[src/rtl/uart_mem_cmd_ctrl.sv]
// uart_mem_cmd_ctrl: turns ASCII host commands from the UART rx FIFO into
// single-word memory cycles on the VSCPU load port.
//   "R"+4 hex : load address, read one word, reply with 8 uppercase hex chars
//   "W"+8 hex : write word to current address, then post-increment address
// Optional inter-character timeout in ADDR/DATA: define UART_MEM_CMD_TIMEOUT_EN.
module uart_mem_cmd_ctrl #(
    parameter int RD_LATENCY     = 1,
    parameter int TIMEOUT_CYCLES = 1000000
) (
    input  logic        clk,
    input  logic        reset,
    input  logic [1:0]  program_sel,
    input  logic        rx_empty,
    input  logic [7:0]  r_data,
    output logic        rd_uart,
    input  logic        tx_full,
    output logic [7:0]  w_data,
    output logic        wr_uart,
    output logic        mem_en,
    output logic        mem_we,
    output logic        mem_main_sel,
    output logic [3:0]  mem_bank,
    output logic [8:0]  mem_addr,
    output logic [31:0] mem_wdata,
    input  logic [31:0] mem_rdata,
    output logic        busy,
    output logic [7:0]  err_cnt
);

    typedef enum logic [2:0] {IDLE, CMD, ADDR, DATA, MWR, MRD, MWAIT, SEND} state_t;

    if (RD_LATENCY < 1 || RD_LATENCY > 4) begin : gBadLatency
        $error("RD_LATENCY must be in 1..4");
    end
    if (TIMEOUT_CYCLES < 1) begin : gBadTimeout
        $error("TIMEOUT_CYCLES must be at least 1");
    end

    state_t      state_q;
    logic        gap_q;
    logic [7:0]  cmdByte_q;
    logic [2:0]  nibCnt_q;
    logic [31:0] shift_q;
    // Address bits 15:14 never influence decode and cannot carry into the
    // lower bits, so only bits 13:0 of the 16-bit address are kept.
    logic [13:0] addr_q;
    logic [2:0]  waitCnt_q;
    logic [2:0]  sendIdx_q;
    logic        rdUart_q;
    logic [7:0]  wData_q;
    logic        wrUart_q;
    logic        memEn_q;
    logic        memWe_q;
    logic        memMainSel_q;
    logic [3:0]  memBank_q;
    logic [8:0]  memAddr_q;
    logic [31:0] memWdata_q;
    logic [7:0]  errCnt_q;
`ifdef UART_MEM_CMD_TIMEOUT_EN
    logic [31:0] idleCnt_q;
`endif

    logic        rxHexOk;
    logic [3:0]  rxNib;
    logic [3:0]  bankLimit;
    logic        tgtValid;

    function automatic logic [7:0] errInc(input logic [7:0] e);
        return (e == 8'hFF) ? e : e + 8'd1;
    endfunction

    function automatic logic [7:0] hexChar(input logic [3:0] n);
        return (n < 4'd10) ? (8'h30 + {4'h0, n}) : (8'h37 + {4'h0, n});
    endfunction

    // Decode the rx head byte as a hex digit and qualify the current target.
    always_comb begin
        rxHexOk = 1'b0;
        rxNib   = 4'h0;
        if (r_data >= 8'h30 && r_data <= 8'h39) begin
            rxHexOk = 1'b1;
            rxNib   = r_data[3:0];
        end else if ((r_data >= 8'h41 && r_data <= 8'h46) ||
                     (r_data >= 8'h61 && r_data <= 8'h66)) begin
            rxHexOk = 1'b1;
            rxNib   = r_data[3:0] + 4'd9;
        end
        case (program_sel)
            2'b11:   bankLimit = 4'd3;
            2'b10:   bankLimit = 4'd5;
            2'b01:   bankLimit = 4'd4;
            default: bankLimit = 4'd0;
        endcase
        if (addr_q[13]) tgtValid = (program_sel != 2'b00);
        else            tgtValid = (addr_q[12:9] < bankLimit);
    end

    // Command FSM; every output is registered and strobes default low.
    always_ff @(posedge clk or posedge reset) begin
        if (reset) begin
            state_q      <= IDLE;
            gap_q        <= 1'b0;
            cmdByte_q    <= '0;
            nibCnt_q     <= '0;
            shift_q      <= '0;
            addr_q       <= '0;
            waitCnt_q    <= '0;
            sendIdx_q    <= '0;
            rdUart_q     <= 1'b0;
            wData_q      <= '0;
            wrUart_q     <= 1'b0;
            memEn_q      <= 1'b0;
            memWe_q      <= 1'b0;
            memMainSel_q <= 1'b0;
            memBank_q    <= '0;
            memAddr_q    <= '0;
            memWdata_q   <= '0;
            errCnt_q     <= '0;
`ifdef UART_MEM_CMD_TIMEOUT_EN
            idleCnt_q    <= '0;
`endif
        end else begin
            rdUart_q     <= 1'b0;
            wrUart_q     <= 1'b0;
            gap_q        <= 1'b0;
            memEn_q      <= 1'b0;
            memWe_q      <= 1'b0;
            memMainSel_q <= 1'b0;
            memBank_q    <= '0;
            memAddr_q    <= '0;
            memWdata_q   <= '0;
`ifdef UART_MEM_CMD_TIMEOUT_EN
            idleCnt_q    <= '0;
`endif
            case (state_q)
                IDLE: begin
                    if (!gap_q && !rx_empty) begin
                        rdUart_q  <= 1'b1;
                        gap_q     <= 1'b1;
                        cmdByte_q <= r_data;
                        state_q   <= CMD;
                    end
                end
                CMD: begin
                    nibCnt_q <= '0;
                    shift_q  <= '0;
                    case (cmdByte_q)
                        8'h52, 8'h72: state_q <= ADDR;
                        8'h57, 8'h77: state_q <= DATA;
                        default:      state_q <= IDLE;
                    endcase
                end
                ADDR, DATA: begin
                    if (!gap_q && !rx_empty) begin
                        rdUart_q <= 1'b1;
                        gap_q    <= 1'b1;
                        if (!rxHexOk) begin
                            errCnt_q <= errInc(errCnt_q);
                            state_q  <= IDLE;
                        end else begin
                            shift_q  <= {shift_q[27:0], rxNib};
                            nibCnt_q <= nibCnt_q + 3'd1;
                            if (state_q == ADDR && nibCnt_q == 3'd3) begin
                                addr_q  <= {shift_q[9:0], rxNib};
                                state_q <= MRD;
                            end else if (state_q == DATA && nibCnt_q == 3'd7) begin
                                state_q <= MWR;
                            end
                        end
                    end
`ifdef UART_MEM_CMD_TIMEOUT_EN
                    else if (idleCnt_q >= 32'(TIMEOUT_CYCLES - 1)) begin
                        errCnt_q <= errInc(errCnt_q);
                        state_q  <= IDLE;
                    end else begin
                        idleCnt_q <= idleCnt_q + 32'd1;
                    end
`endif
                end
                MWR: begin
                    if (tgtValid) begin
                        memEn_q      <= 1'b1;
                        memWe_q      <= 1'b1;
                        memWdata_q   <= shift_q;
                        memMainSel_q <= addr_q[13];
                        memBank_q    <= addr_q[13] ? 4'h0 : addr_q[12:9];
                        memAddr_q    <= addr_q[13] ? {3'b000, addr_q[5:0]} : addr_q[8:0];
                    end else begin
                        errCnt_q <= errInc(errCnt_q);
                    end
                    addr_q  <= addr_q + 14'd1;
                    state_q <= IDLE;
                end
                MRD: begin
                    sendIdx_q <= '0;
                    if (tgtValid) begin
                        memEn_q      <= 1'b1;
                        memMainSel_q <= addr_q[13];
                        memBank_q    <= addr_q[13] ? 4'h0 : addr_q[12:9];
                        memAddr_q    <= addr_q[13] ? {3'b000, addr_q[5:0]} : addr_q[8:0];
                        waitCnt_q    <= '0;
                        state_q      <= MWAIT;
                    end else begin
                        shift_q  <= '0;
                        errCnt_q <= errInc(errCnt_q);
                        state_q  <= SEND;
                    end
                end
                MWAIT: begin
                    if (waitCnt_q == 3'(RD_LATENCY)) begin
                        shift_q <= mem_rdata;
                        state_q <= SEND;
                    end else begin
                        waitCnt_q <= waitCnt_q + 3'd1;
                    end
                end
                SEND: begin
                    if (!tx_full && !wrUart_q) begin
                        wrUart_q  <= 1'b1;
                        wData_q   <= hexChar(shift_q[31:28]);
                        shift_q   <= {shift_q[27:0], 4'h0};
                        sendIdx_q <= sendIdx_q + 3'd1;
                        if (sendIdx_q == 3'd7) state_q <= IDLE;
                    end
                end
                default: state_q <= IDLE;
            endcase
        end
    end

    assign rd_uart      = rdUart_q;
    assign w_data       = wData_q;
    assign wr_uart      = wrUart_q;
    assign mem_en       = memEn_q;
    assign mem_we       = memWe_q;
    assign mem_main_sel = memMainSel_q;
    assign mem_bank     = memBank_q;
    assign mem_addr     = memAddr_q;
    assign mem_wdata    = memWdata_q;
    assign busy         = (state_q != IDLE);
    assign err_cnt      = errCnt_q;

endmodule

[config.mk]
export PLATFORM = sky130hd
export DESIGN_NAME = uart_mem_cmd_ctrl
export DESIGN_NICKNAME = d
export VERILOG_FILES = /design/src/rtl/uart_mem_cmd_ctrl.sv
export SDC_FILE = /design/constraint.sdc
export NUM_CORES = 1
export LEC_CHECK = 0
export CAP_MARGIN = 30
export CORE_MARGIN = 2
export CORE_UTILIZATION = 51
export CTS_CLUSTER_SIZE = 12
export DETAILED_ROUTE_END_ITERATION = 6
export PLACE_DENSITY = 0.79
export SKIP_CTS_REPAIR_TIMING = 1
export SYNTH_ARGS = -nofsm -noshare
export SYNTH_HDL_FRONTEND = slang
export SYNTH_SLANG_ARGS = --single-unit
[constraint.sdc]
create_clock -name clk -period 5.5 [get_ports clk]
set_clock_uncertainty 0.2 [all_clocks]
set_input_delay 1.1 -clock clk [delete_from_list [all_inputs] [get_ports clk]]
set_output_delay 1.1 -clock clk [all_outputs]
set_load 0.01 [all_outputs]
==> results.toml, run 1 <==
[sta]
hold_viol = 0
min_period_ns = 3.80
whs_ns = 0.280
setup_viol = 0
slew_headroom_pct = 26.1
rsz0062_at_grt = "false"
worstMarginPinSlew_ns = 1.10
fmax_mhz = 263
tns_ns = 0
finalCritPeriodShare_pct = 69.0
drv_slew = 0

[route]
routed_wl_mm = 14.3
drc = 0
drt_iter0_markers = 345
viasPerCell = 5.95
postRouteAntennaNets = 0
dr_total_vias = 4787
first_pass_iters = 6
wl_per_cell_um = 17.7

[place]
io_buffers = 111
gp_congestion = 0.855
post_dp_cell_area_sq_um = 7160
dp_hpwl_mm = 9.49

[setup_path]
cp_max_fo = 16
crit_end = "addr_q[13]"
startpoint_type = "input pin"
cp-startpoint = "r_data[0]"
reg2regPathDepth = 6
r2r-start = "state_q[1]"
endpoint_kind = "register"
critPathArrivalTime_ns = 3.95
reg2reg_slack_ns = 2.58
path_class = "input pin to register"
r2r_end = "addr_q[4]"
cp.required_ns = 5.65

[global_routing]
antenna_found_initial = 0
grt_pass1_wl_mm = 23.5
track_usage_pct = 23.7
grt_max_degree = 80
overflow = 0
grt_pass1_vias = 4730

[power]
p_leak_nw = 3.43
powerDensity_nw_per_um2 = 336
power.total_w = 0.00260
vdd_drop_max_mv = 0.224

[clock_network]
clk_pin_slew_ns = 0.06
cts_buffers = 17
clock-sinks = 130
worstSkewPairLatency_ns = 0.42
cts_tree = "done"
root_buffer = "clkbuf_16"
htree_levels = 4
clk_path_buf_depth = 2

[finish]
syn_to_final_growth_pct = 31.3
antenna_cells = 0
drive_gt1_share_pct = 9.37
fin_area_sq_um = 7740
num-nets-final = 713
fin_util_pct = 68.1

[synth]
synth.cell_area_sq_um = 5900
synth_flop_cell = "dfrtp_1"
yosysTopAreaCell = "dfrtp_1"
ys_warn_count = 0
yosys.area.top_type_share_pct = 55.2
ys_ff_latch = 130
ys_types = 65
async_reset_ff_share_pct = 100
ys_seq_area_share_pct = 55.2
synth_area_leaders = "dfrtp_1, o2bb2ai_1, and2_1"
synth_area_per_cell_sq_um = 11.0
synth_edf_count = 0
synth_cells = 535

[floorplanning]
ios = 113
core_sq_um = 11400
dieArea_sq_um = 12400
fp.dieH_um = 112
die-width_um = 112
initial_core_util_pct = 51.9
rows = 39

[run]
maxCapViolations = 0

[run_status]
outcome = "complete, no violations"

[worst_hold_path]
hp-class = "register to register"
holdPathStages = 1
-- where the power goes --
part	total (W)	switching (W)	leakage, nW	internal [W]
sequential	0.00113	0.0000956	1.77	0.00103
clock	0.00107	0.000471	0.272	0.000596
combinational	0.000409	0.000220	1.39	0.000188
total	0.00260	0.000787	3.43	0.00182
-- layout make-up --
class | count | area (sq um)
clock inverters | 15 | 136
flip-flops and latches | 130 | 3250
inverters | 17 | 66.3
repair buffers | 119 | 1190
well taps | 143 | 179
multi-input cells | 364 | 2490
clock buffers | 17 | 425
fillers | 878 | 3620
-- state kept, by name, summed over array words and instances, names as in the netlist --
| name | count |
|---|---|
| mem_en | 1 |
| shift_q | 32 |
| mem_bank | 4 |
| sendIdx_q | 3 |
| w_data | 7 |
| rd_uart | 1 |
| mem_main_sel | 1 |
| state_q | 3 |
| mem_we | 1 |
| addr_q | 14 |
| wr_uart | 1 |
| waitCnt_q | 3 |
| mem_wdata | 32 |
| mem_addr | 9 |
| nibCnt_q | 3 |
| err_cnt | 8 |
| cmdByte_q | 7 |
-- through the flow --
step / setup WS [ns] / std cells
6_report: 1.70 / 805
5_1_grt: 1.53 / 805
4_1_cts: 1.82 / 804
3_5_place_dp: 1.43 / 772
3_3_place_gp: 1.47 / 771
2_1_floorplan: 0.731 / 536
-- critical path, stage by stage --
cell,delay (ns)
clkdlybuf4s50_1,0.55
inv_1,0.11
ha_1,0.24
o21bai_1,0.25
a21oi_2,0.16
o21ai_1,0.89
nand2_1,0.25
a21boi_0,0.26
a211o_1,0.14
-- cell usage in the layout, fill, tap and decap left out, types with 7 or more instances in the layout --
cell type | Yosys | routed
dfrtp_1 | 130 | 130
mux2_2 | 7 | 7
a22oi_1 | 30 | 30
nor3_1 | 8 | 8
nor2_1 | 25 | 24
clkbuf_16 | 0 | 17
nand3_1 | 10 | 10
o21ai_0 | 22 | 22
and2_1 | 43 | 43
xnor2_1 | 8 | 8
clkdlybuf4s50_1 | 0 | 111
nand2_1 | 47 | 47
o2bb2ai_1 | 32 | 32
and3_1 | 9 | 9
ha_1 | 18 | 18
a21oi_1 | 21 | 20
inv_6 | 0 | 7
inv_1 | 17 | 16
-- worst min path at each step --
stage	start	end
after floorplan	cmdByte_q[1]	cmdByte_q[1]
after detailed placement	rd_uart	rd_uart
after CTS	rd_uart	rd_uart
final	rd_uart	rd_uart
after global routing	rd_uart	rd_uart
after global placement	w_data[5]	w_data[5]
-- synthesized netlist by cell type, types with 2 or more instances --
master	n
a211oi_1	3
nand3_1	10
clkbuf_1	15
a221o_1	2
buf_2	8
xnor2_1	8
o211ai_1	2
o311ai_0	2
nor3b_1	2
o2bb2ai_1	32
o21a_1	2
o21bai_1	3
mux2i_1	2
inv_1	17
o22ai_1	4
nand2b_1	3
a22oi_1	30
and2_1	43
mux2_2	7
dfrtp_1	130
o21ai_0	22
a22o_1	5
nor2b_1	4
a31oi_1	4
a211o_1	2
nor4_1	3
nand2_1	47
nor3_1	8
a21oi_1	21
and3_1	9
nand4_1	6
ha_1	18
a21o_1	5
nor2_1	25
-- layer usage --
metal	part of all wire, %	track usage (%)
met1	42	31.1
met2	49	38.8
met3	6.7	5.72
met4	1.9	8.07
met5	0	0
-- cells by family (layout without fill, tap and decap cells) --
kind of cell | Yosys count | count (layout) | synth area share [%]
AND/OR/NAND/NOR | 170 | 170 | 15.5
flip-flops | 130 | 130 | 55.2
AO/OA/AOI/OAI | 155 | 155 | 19.3
other | 1 | 2 | 0.0636
XOR/XNOR | 9 | 9 | 1.34
adder cells (fa/ha/maj) | 18 | 18 | 3.82
buffers and inverters | 42 | 168 | 2.91
multiplexers | 10 | 10 | 1.87
Power figures use the tool's default switching activity.
==> run 2: changes to the inputs <==
- clock period: 5.5 -> 3.58 ns (I/O delays scaled with it)
==> results.toml, run 2 (synthesis gave the netlist of run 1 again) <==
[route]
viasPerCell = 5.85
first_pass_iters = 5
drt_iter0_markers = 452
wl_per_cell_um = 17.3
routed_wl_mm = 13.9
dr_total_vias = 4701
postRouteAntennaNets = 0
drc = 0

[setup_path]
cp.required_ns = 3.67
startpoint_type = "input pin"
cp_max_fo = 8
critPathArrivalTime_ns = 3.15
path_class = "input pin to register"
endpoint_kind = "register"

[floorplanning]
ios = 113
rows = 39
die-width_um = 112
initial_core_util_pct = 51.9
fp.dieH_um = 112
dieArea_sq_um = 12400
core_sq_um = 11400

[global_routing]
antenna_found_initial = 0
grt_pass1_vias = 4541
overflow = 0
track_usage_pct = 22.9
grt_max_degree = 131
grt_pass1_wl_mm = 22.8

[clock_network]
worstSkewPairLatency_ns = 0.41
htree_levels = 4
clock-sinks = 130
clk_path_buf_depth = 2
cts_buffers = 17
cts_tree = "done"
root_buffer = "clkbuf_16"
clk_pin_slew_ns = 0.05

[finish]
syn_to_final_growth_pct = 32.5
num-nets-final = 713
fin_util_pct = 68.7
final_cell_mix = "dfrtp_1, clkdlybuf4s50_1, nand2_1, and2_1, o2bb2ai_1"
antenna_cells = 0
drive_gt1_share_pct = 9.08
layout_commonest_cell = "dfrtp_1"

[sta]
drv_slew = 0
min_period_ns = 3.06
hold_viol = 0
tns_ns = 0
setup_slack_ns = 0.519
setup_viol = 0
fmax_mhz = 327
worstMarginPinSlew_ns = 0.726
finalCritPeriodShare_pct = 85.5
rsz0062_at_grt = "false"
slew_headroom_pct = 51.6

[power]
powerDensity_nw_per_um2 = 531
p_leak_nw = 3.46
vdd_drop_max_mv = 0.312

[place]
dp_hpwl_mm = 8.98
gp_congestion = 0.859
io_buffers = 111
pre_cts_ws_ns = 0.0962

[worst_hold_path]
hp-class = "register to register"

[run]
maxCapViolations = 0

[run_status]
outcome = "complete, no violations"
==> run 2: cell types whose count changed in the layout (fill, tap and decap cells not counted), sizes merged <==
cell and change:
inv -11, clkbuf +5, bufinv +3, clkinv +1, clkinvlp +1
==> run 2: layer usage <==
layer / global-route usage, % / vias up / share of wire [%]
met2: 36.5 / 192 / 49
met5: 0 / - / 0
met4: 6.09 / 0 / 0.89
met1: 31.6 / 2331 / 44
li1: - / 2169 / -
met3: 6.10 / 9 / 6.4
==> run 2: final timing paths <==
kind / to / slack, ns / from / cells past startpoint
setup / recovery: err_cnt[6] / 0.52 / program_sel[0] / 10
hold / removal: rd_uart / 0.28 / rd_uart / 1
setup reg to reg: err_cnt[6] / 0.90 / state_q[1] / 5
hold reg to reg: rd_uart / 0.28 / rd_uart / 1
max in group asynchronous: w_data[0] / 2.02 / reset / 3
min in group asynchronous: mem_bank[3] / 0.64 / reset / 3
==> run 2: cell type report <==
class                           instances  area, sq um
Tap cell                              143          179
Sequential cell                       130         3250
Clock buffer                           22          484
Timing Repair Buffer                  119         1210
Multi-Input combinational cell        364         2490
Inverter                               17         67.6
Clock inverter                          9          129
Fill cell                             833         3560
==> run 2: critical path: stages <==
cell	delay, ns
clkdlybuf4s50_1	0.49
inv_1	0.08
ha_1	0.28
inv_1	0.04
ha_1	0.28
o311ai_1	0.15
a41o_1	0.26
nor4b_4	0.48
nand4_1	0.20
xnor2_1	0.17
==> run 2: power breakdown <==
group	total, W	internal [W]	switching [W]	leakage (nW)
clock	0.00178	0.00116	0.000615	0.298
combinational	0.000640	0.000305	0.000335	1.39
sequential	0.00173	0.00159	0.000141	1.77
total	0.00415	0.00305	0.00109	3.46
==> run 2: through the flow <==
step                std cells  total power [W]  cell area [sq um]  hold slack, ns
global route              804          0.00432               7810           0.301
detailed placement        773          0.00238               7200           0.265
finish                    804          0.00415               7810           0.278
CTS                       804          0.00416               7810           0.278
floorplan                 536          0.00211               5900           0.241
global placement          773          0.00236               7200           0.265
